## src/rtl/adder_pkg.sv

```systemverilog
// Shared widths, FSM state encoding and output beat payload for the adder stream framer.
package adder_pkg;

    localparam int unsigned DATAW  = 128;
    localparam int unsigned LENW   = 8;
    localparam int unsigned FRAMEW = 16;

    typedef enum logic {
        IDLE   = 1'b0,
        STREAM = 1'b1
    } state_e;

    typedef struct packed {
        logic             last;
        logic [DATAW-1:0] data;
    } beat_t;

endpackage

```

## src/rtl/adder_sync_fifo.sv

```systemverilog
// Synchronous operand FIFO with registered pointers; the extra pointer bit separates full from empty.
module adder_sync_fifo #(
    parameter int unsigned DATAW      = 128,
    parameter int unsigned FIFO_DEPTH = 16
) (
    input  logic             clk,
    input  logic             rst,
    input  logic             push_i,
    input  logic [DATAW-1:0] wdata_i,
    input  logic             pop_i,
    output logic [DATAW-1:0] rdata_o,
    output logic             full_o,
    output logic             empty_o
);

    localparam int unsigned AW = $clog2(FIFO_DEPTH);
    localparam int unsigned PW = AW + 1;

    logic [PW-1:0]    wr_ptr_q, wr_ptr_d;
    logic [PW-1:0]    rd_ptr_q, rd_ptr_d;
    logic [DATAW-1:0] mem_q [FIFO_DEPTH];
    logic             do_push;
    logic             do_pop;

    assign full_o  = (wr_ptr_q[AW] != rd_ptr_q[AW]) && (wr_ptr_q[AW-1:0] == rd_ptr_q[AW-1:0]);
    assign empty_o = (wr_ptr_q == rd_ptr_q);
    assign rdata_o = mem_q[rd_ptr_q[AW-1:0]];

    // A full FIFO refuses pushes even when a pop happens in the same cycle.
    assign do_push = push_i && !full_o;
    assign do_pop  = pop_i && !empty_o;

    always_comb begin
        wr_ptr_d = wr_ptr_q + PW'(do_push);
        rd_ptr_d = rd_ptr_q + PW'(do_pop);
    end

    always_ff @(posedge clk or posedge rst) begin
        if (rst) begin
            wr_ptr_q <= '0;
            rd_ptr_q <= '0;
        end else begin
            wr_ptr_q <= wr_ptr_d;
            rd_ptr_q <= rd_ptr_d;
        end
    end

    always_ff @(posedge clk) begin
        if (do_push) begin
            mem_q[wr_ptr_q[AW-1:0]] <= wdata_i;
        end
    end

endmodule

```

## src/rtl/adder_stream_framer.sv

```systemverilog
// Buffers producer operands and emits them as AXI-Stream beats, marking tlast at the end of
// each frame of frame_len operands (one adder accumulation).
module adder_stream_framer
    import adder_pkg::*;
#(
    parameter int unsigned FIFO_DEPTH = 16
) (
    input  logic              clk,
    input  logic              rst,
    input  logic              in_valid,
    input  logic [DATAW-1:0]  in_data,
    output logic              in_ready,
    input  logic [LENW-1:0]   frame_len,
    output logic              axis_adder_interface_tvalid,
    output logic              axis_adder_interface_tlast,
    output logic [DATAW-1:0]  axis_adder_interface_tdata,
    input  logic              axis_adder_interface_tready,
    output logic [FRAMEW-1:0] frames_sent,
    output logic              busy
);

    logic              fifo_full;
    logic              fifo_empty;
    logic [DATAW-1:0]  fifo_rdata;

    state_e            state_q, state_d;
    logic [LENW-1:0]   len_q, len_d;
    logic [LENW-1:0]   beat_cnt_q, beat_cnt_d;
    beat_t             beat_q, beat_d;
    logic              tvalid_q, tvalid_d;
    logic [FRAMEW-1:0] frames_q, frames_d;

    logic              take;
    logic              frame_end;
    logic              load;
    logic [LENW-1:0]   len_new;

    adder_sync_fifo #(
        .DATAW      (DATAW),
        .FIFO_DEPTH (FIFO_DEPTH)
    ) u_fifo (
        .clk     (clk),
        .rst     (rst),
        .push_i  (in_valid),
        .wdata_i (in_data),
        .pop_i   (load),
        .rdata_o (fifo_rdata),
        .full_o  (fifo_full),
        .empty_o (fifo_empty)
    );

    assign take      = tvalid_q && axis_adder_interface_tready;
    assign frame_end = take && beat_q.last;
    assign load      = !fifo_empty && (!tvalid_q || axis_adder_interface_tready);
    assign len_new   = (frame_len == '0) ? LENW'(1) : frame_len;

    // beat_cnt counts beats already loaded in the current frame.
    always_comb begin
        state_d    = state_q;
        len_d      = len_q;
        beat_cnt_d = beat_cnt_q;
        beat_d     = beat_q;
        tvalid_d   = tvalid_q;
        frames_d   = frames_q;

        if (take) begin
            tvalid_d    = 1'b0;
            beat_d.last = 1'b0;
        end

        if (frame_end) begin
            frames_d   = frames_q + FRAMEW'(1);
            state_d    = IDLE;
            beat_cnt_d = '0;
        end

        // A frame starts from IDLE or right as the previous frame's last beat leaves.
        if (load) begin
            tvalid_d    = 1'b1;
            beat_d.data = fifo_rdata;
            if ((state_q == IDLE) || frame_end) begin
                len_d       = len_new;
                beat_cnt_d  = LENW'(1);
                beat_d.last = (len_new == LENW'(1));
                state_d     = STREAM;
            end else begin
                beat_d.last = (beat_cnt_q == (len_q - LENW'(1)));
                beat_cnt_d  = beat_cnt_q + LENW'(1);
            end
        end
    end

    always_ff @(posedge clk or posedge rst) begin
        if (rst) begin
            state_q    <= IDLE;
            len_q      <= LENW'(1);
            beat_cnt_q <= '0;
            beat_q     <= '0;
            tvalid_q   <= 1'b0;
            frames_q   <= '0;
        end else begin
            state_q    <= state_d;
            len_q      <= len_d;
            beat_cnt_q <= beat_cnt_d;
            beat_q     <= beat_d;
            tvalid_q   <= tvalid_d;
            frames_q   <= frames_d;
        end
    end

    assign in_ready                    = !fifo_full;
    assign axis_adder_interface_tvalid = tvalid_q;
    assign axis_adder_interface_tlast  = beat_q.last;
    assign axis_adder_interface_tdata  = beat_q.data;
    assign frames_sent                 = frames_q;
    assign busy                        = (state_q == STREAM) || !fifo_empty || tvalid_q;

endmodule

```

## config.mk

```make
export PLATFORM = sky130hd
export DESIGN_NAME = adder_stream_framer
export DESIGN_NICKNAME = d
export VERILOG_FILES = /design/src/rtl/adder_pkg.sv /design/src/rtl/adder_sync_fifo.sv /design/src/rtl/adder_stream_framer.sv
export SDC_FILE = /design/constraint.sdc
export NUM_CORES = 2
export LEC_CHECK = 0
export ABC_AREA = 1
export BUFFER_PORTS_ARGS = -buffer_cell sky130_fd_sc_hd__buf_2
export CORE_MARGIN = 2
export CORE_UTILIZATION = 55
export CTS_CLUSTER_DIAMETER = 120
export DETAILED_ROUTE_END_ITERATION = 6
export PLACE_DENSITY = 0.81
export SYNTH_ARGS = -nofsm -noshare
export SYNTH_HDL_FRONTEND = slang
export SYNTH_SLANG_ARGS = --single-unit
```

## constraint.sdc

```tcl
create_clock -name clk -period 9.25 [get_ports clk]
set_input_delay 0.4625 -clock clk [delete_from_list [all_inputs] [get_ports clk]]
set_output_delay 0.4625 -clock clk [all_outputs]
set_load 0.03 [all_outputs]
```

==> flow_summary.yaml <==
sta:
  finalSetupViolations: 0
  layout_min_cycle_time_ns: 5.066
  fmax_ghz: 0.1974
  worst_pin_slew_ns: 1.285
  final_max_slew_viol_count: 0
  rsz0062_at_grt: "false"
  finalHoldViolations: 0
  relSlewSlack: 0.1412
  timing.setup.tns_ns: 0
  post-route-period-util: 0.5476
  finClkSkew_ns: 0.06128
clock_network:
  htree_levels: 4
  hold_buffers: 129
  post_cts_buffers: 0
  clkSinkCount: 2221
  clkTransAtPathRegs_ns: 0.06
  worstSkewPairLatency_ns: 0.86
  cts_made_buffers: 206
  clockBufferDepth: 3
  post_cts_resize_count: 0
  cts_tree: "done"
  clock_tree.root_cell: "clkbuf_16"
die:
  fp-row-count: 146
  io_pins: 288
  initial_utilization: 0.5516
  fp.dieW_um: 401.8
  coreArea_um2: 157800
  die_height_um: 401.8
  die_area_um2: 161500
power:
  vdd_drop_max_v: 0.0003521
  total_power_mw: 32.18
  internal_power_mw: 20.07
  pwr-share-comb: 0.324
  power.density_nw_per_um2: 327.7
  p_sw_frac: 0.3764
  p_sw_mw: 12.11
  clock_power_share: 0.269
  p_seq_frac: 0.407
  power_leakage_nw: 33.34
yosys:
  syn_nets: 7060
  ys_types: 33
  ys_ff_latch: 2221
  avgSynthCellArea_um2: 12.59
  syn-cell-area_um2: 87050
  postSynthCellCount: 6913
  yosysSeqAreaShare: 0.7562
  yosysWarnings: 0
finish:
  layout_commonest_cell: "edfxtp_1"
  finalNetCount: 7314
  drive_above_1_share: 0.09766
  fillers: 10930
  final_cell_mix: "2,048 x edfxtp_1, 1,819 x nor2_1, 916 x o21ai_0, 468 x nand2_1, 378 x o21ai_1"
  area_growth_pct: 12.79
routing:
  wl_per_cell_um: 23.26
  route.detailed.drc: 1
  routed_wl_um: 219300
  routed_via_density: 6.102
  first_pass_iters: 7
  postRouteAntennaNets: 0
  vias: 57540
  drtIter0Drc: 8020
global_routing:
  grt_use_total: 0.2651
  grt_pass1_vias: 56190
  grt_max_degree: 276
  antenna_found_initial: 20
  grt_pass1_wl_um: 329500
  grt_overflow: 0
worst_setup_path:
  crit_path_end_kind: "register"
  r2r_cells: 12
  path_common_cell: "nand2_1"
  path_cells: "inv_16 -> nand2_1 -> nand2_1 -> nor2_1 -> nand3_2 -> nand2_8 -> inv_6 -> buf_4 -> ha_1 -> ha_1 -> nand2_1 -> xnor2_1"
  cp_num_buf_inv: 3
  critPathTopFamily: "buffers and inverters"
  worst_r2r_endpoint: "u_fifo.rd_ptr_q[4]$_DFF_PP0_"
  path_depth: 12
  crit_fanout: 183
  path_class: "reg2reg"
  slowest_stage: "inv_6"
  max_stage_delay_ns: 0.87
  rr_startpoint: "u_fifo.rd_ptr_q[0]$_DFF_PP0_"
  rrSetupSlack_ns: 4.18
  startpoint_type: "register"
  cp.required_ns: 9.98
  cp_data_arrival_time_ns: 5.80
status:
  status: "finished with violations"
  violations: "DRC"
min_path:
  min_to: "u_fifo.mem_q[12][84]$_DFFE_PP_"
  hp-class: "in2reg"
  holdPathStages: 1
  min_from: "in_data[84]"
placed_design:
  gp_congestion: 0.8135
  dp_hpwl_um: 114100
  io_buffers: 287
flow_run:
  cap_violations: 0
## sequential cells by signal (all words and copies together), names as in the netlist
| name | cells |
|---|---|
| u_fifo.mem_q | 2048 |
| axis_adder_interface_tdata | 128 |
| frames_sent | 16 |
| beat_cnt_q | 8 |
| len_q | 8 |
| u_fifo.rd_ptr_q | 5 |
| u_fifo.wr_ptr_q | 5 |
| axis_adder_interface_tlast | 1 |
| axis_adder_interface_tvalid | 1 |
| state_q | 1 |
## per-layer routing
metal / global-route usage / vias to the layer above / routed length [um]
met5: 0 / - / 148
met4: 0.09926 / 22 / 7659
met3: 0.05139 / 533 / 22270
met2: 0.4335 / 3481 / 106400
met1: 0.3555 / 28270 / 82860
li1: - / 25240 / -
## kinds of logic after synthesis
| logic type | synth area share |
|---|---|
| AO/OA/AOI/OAI | 0.1044 |
| XOR/XNOR | 0.002616 |
| adder cells (fa/ha/maj) | 0.001006 |
| buffers and inverters | 0.02629 |
| flip-flops | 0.7562 |
| AND/OR/NAND/NOR | 0.1095 |
## synth_stat cells
| cell | number | share of area |
|---|---|---|
| edfxtp_1 | 2048 | 0.71 |
| nor2_1 | 1836 | 0.079 |
| o21ai_0 | 916 | 0.053 |
| nand2_1 | 468 | 0.020 |
| o21ai_1 | 378 | 0.022 |
| o211ai_1 | 256 | 0.022 |
| clkbuf_1 | 237 | 0.010 |
| dfrtp_1 | 172 | 0.049 |
| nand3_1 | 156 | 0.0090 |
| a21oi_1 | 129 | 0.0074 |
| buf_2 | 116 | 0.0067 |
| buf_4 | 53 | 0.0046 |
| inv_1 | 52 | 0.0022 |
| buf_1 | 25 | 0.0011 |
| xor2_1 | 14 | 0.0014 |
| xnor2_1 | 12 | 0.0012 |
| buf_6 | 10 | 0.0013 |
| ha_1 | 7 | 0.0010 |
| nand4_1 | 6 | 0.00043 |
| o22ai_1 | 5 | 0.00036 |
| inv_2 | 2 | 0.000086 |
| nand2_2 | 2 | 0.00014 |
| nor3_1 | 2 | 0.00011 |
| or2_2 | 2 | 0.00014 |
| clkbuf_2 | 1 | 0.000057 |
| dfstp_2 | 1 | 0.00030 |
| inv_4 | 1 | 0.000072 |
| nand3_2 | 1 | 0.00011 |
| nand3b_1 | 1 | 0.000086 |
| nor2_2 | 1 | 0.000072 |
| nor4_1 | 1 | 0.000072 |
| o21bai_1 | 1 | 0.000086 |
| o31ai_1 | 1 | 0.000086 |
## worst max path at each step
stage                                 start                       endpoint
6_report       u_fifo.rd_ptr_q[0]$_DFF_PP0_   u_fifo.rd_ptr_q[4]$_DFF_PP0_
2_1_floorplan  u_fifo.wr_ptr_q[2]$_DFF_PP0_  u_fifo.mem_q[10][0]$_DFFE_PP_
3_3_place_gp   u_fifo.rd_ptr_q[0]$_DFF_PP0_   u_fifo.rd_ptr_q[4]$_DFF_PP0_
3_5_place_dp   u_fifo.rd_ptr_q[0]$_DFF_PP0_   u_fifo.rd_ptr_q[4]$_DFF_PP0_
5_1_grt        u_fifo.rd_ptr_q[0]$_DFF_PP0_   u_fifo.rd_ptr_q[4]$_DFF_PP0_
4_1_cts        u_fifo.rd_ptr_q[0]$_DFF_PP0_   u_fifo.rd_ptr_q[4]$_DFF_PP0_
## power groups by stage
stage	clock (mW)	combinational, mW	sequential (mW)
2_1_floorplan	0	6.70	13.6
3_3_place_gp	0	9.73	13.2
3_5_place_dp	0	10.1	13.3
4_1_cts	8.69	10.3	13.1
5_1_grt	9.08	11.4	13.2
6_report	8.66	10.4	13.1
## per-stage QoR
| stage | hold slack (ns) | utilization | cells | instance area (um^2) | setup slack, ns |
|---|---|---|---|---|---|
| floorplan | 0.4650 | - | 6913 | 87050 | 1.963 |
| global placement | 0.4708 | 0.5691 | 8902 | 89820 | 4.176 |
| detailed placement | 0.4840 | 0.5691 | 8902 | 89820 | 4.194 |
| CTS | 0.001831 | 0.6220 | 9424 | 98170 | 4.169 |
| global route | 0.02003 | 0.6221 | 9429 | 98190 | 3.970 |
| finish | 0.04895 | 0.6221 | 9430 | 98190 | 4.184 |
## cell type report
| cell class | count | area, um^2 | share of cell area |
|---|---|---|---|
| clock buffer | 287 | 5802 | 0.05909 |
| inverter | 55 | 247.7 | 0.002523 |
| tap | 2072 | 2592 | 0.02640 |
| timing repair buffer | 488 | 3356 | 0.03418 |
| antenna | 6 | 15.01 | 0.0001529 |
| multi-input combinational | 4195 | 19080 | 0.1943 |
| clock inverter | 106 | 1257 | 0.01281 |
| sequential | 2221 | 65840 | 0.6705 |
Note: power is estimated with default switching activity, not from simulation.
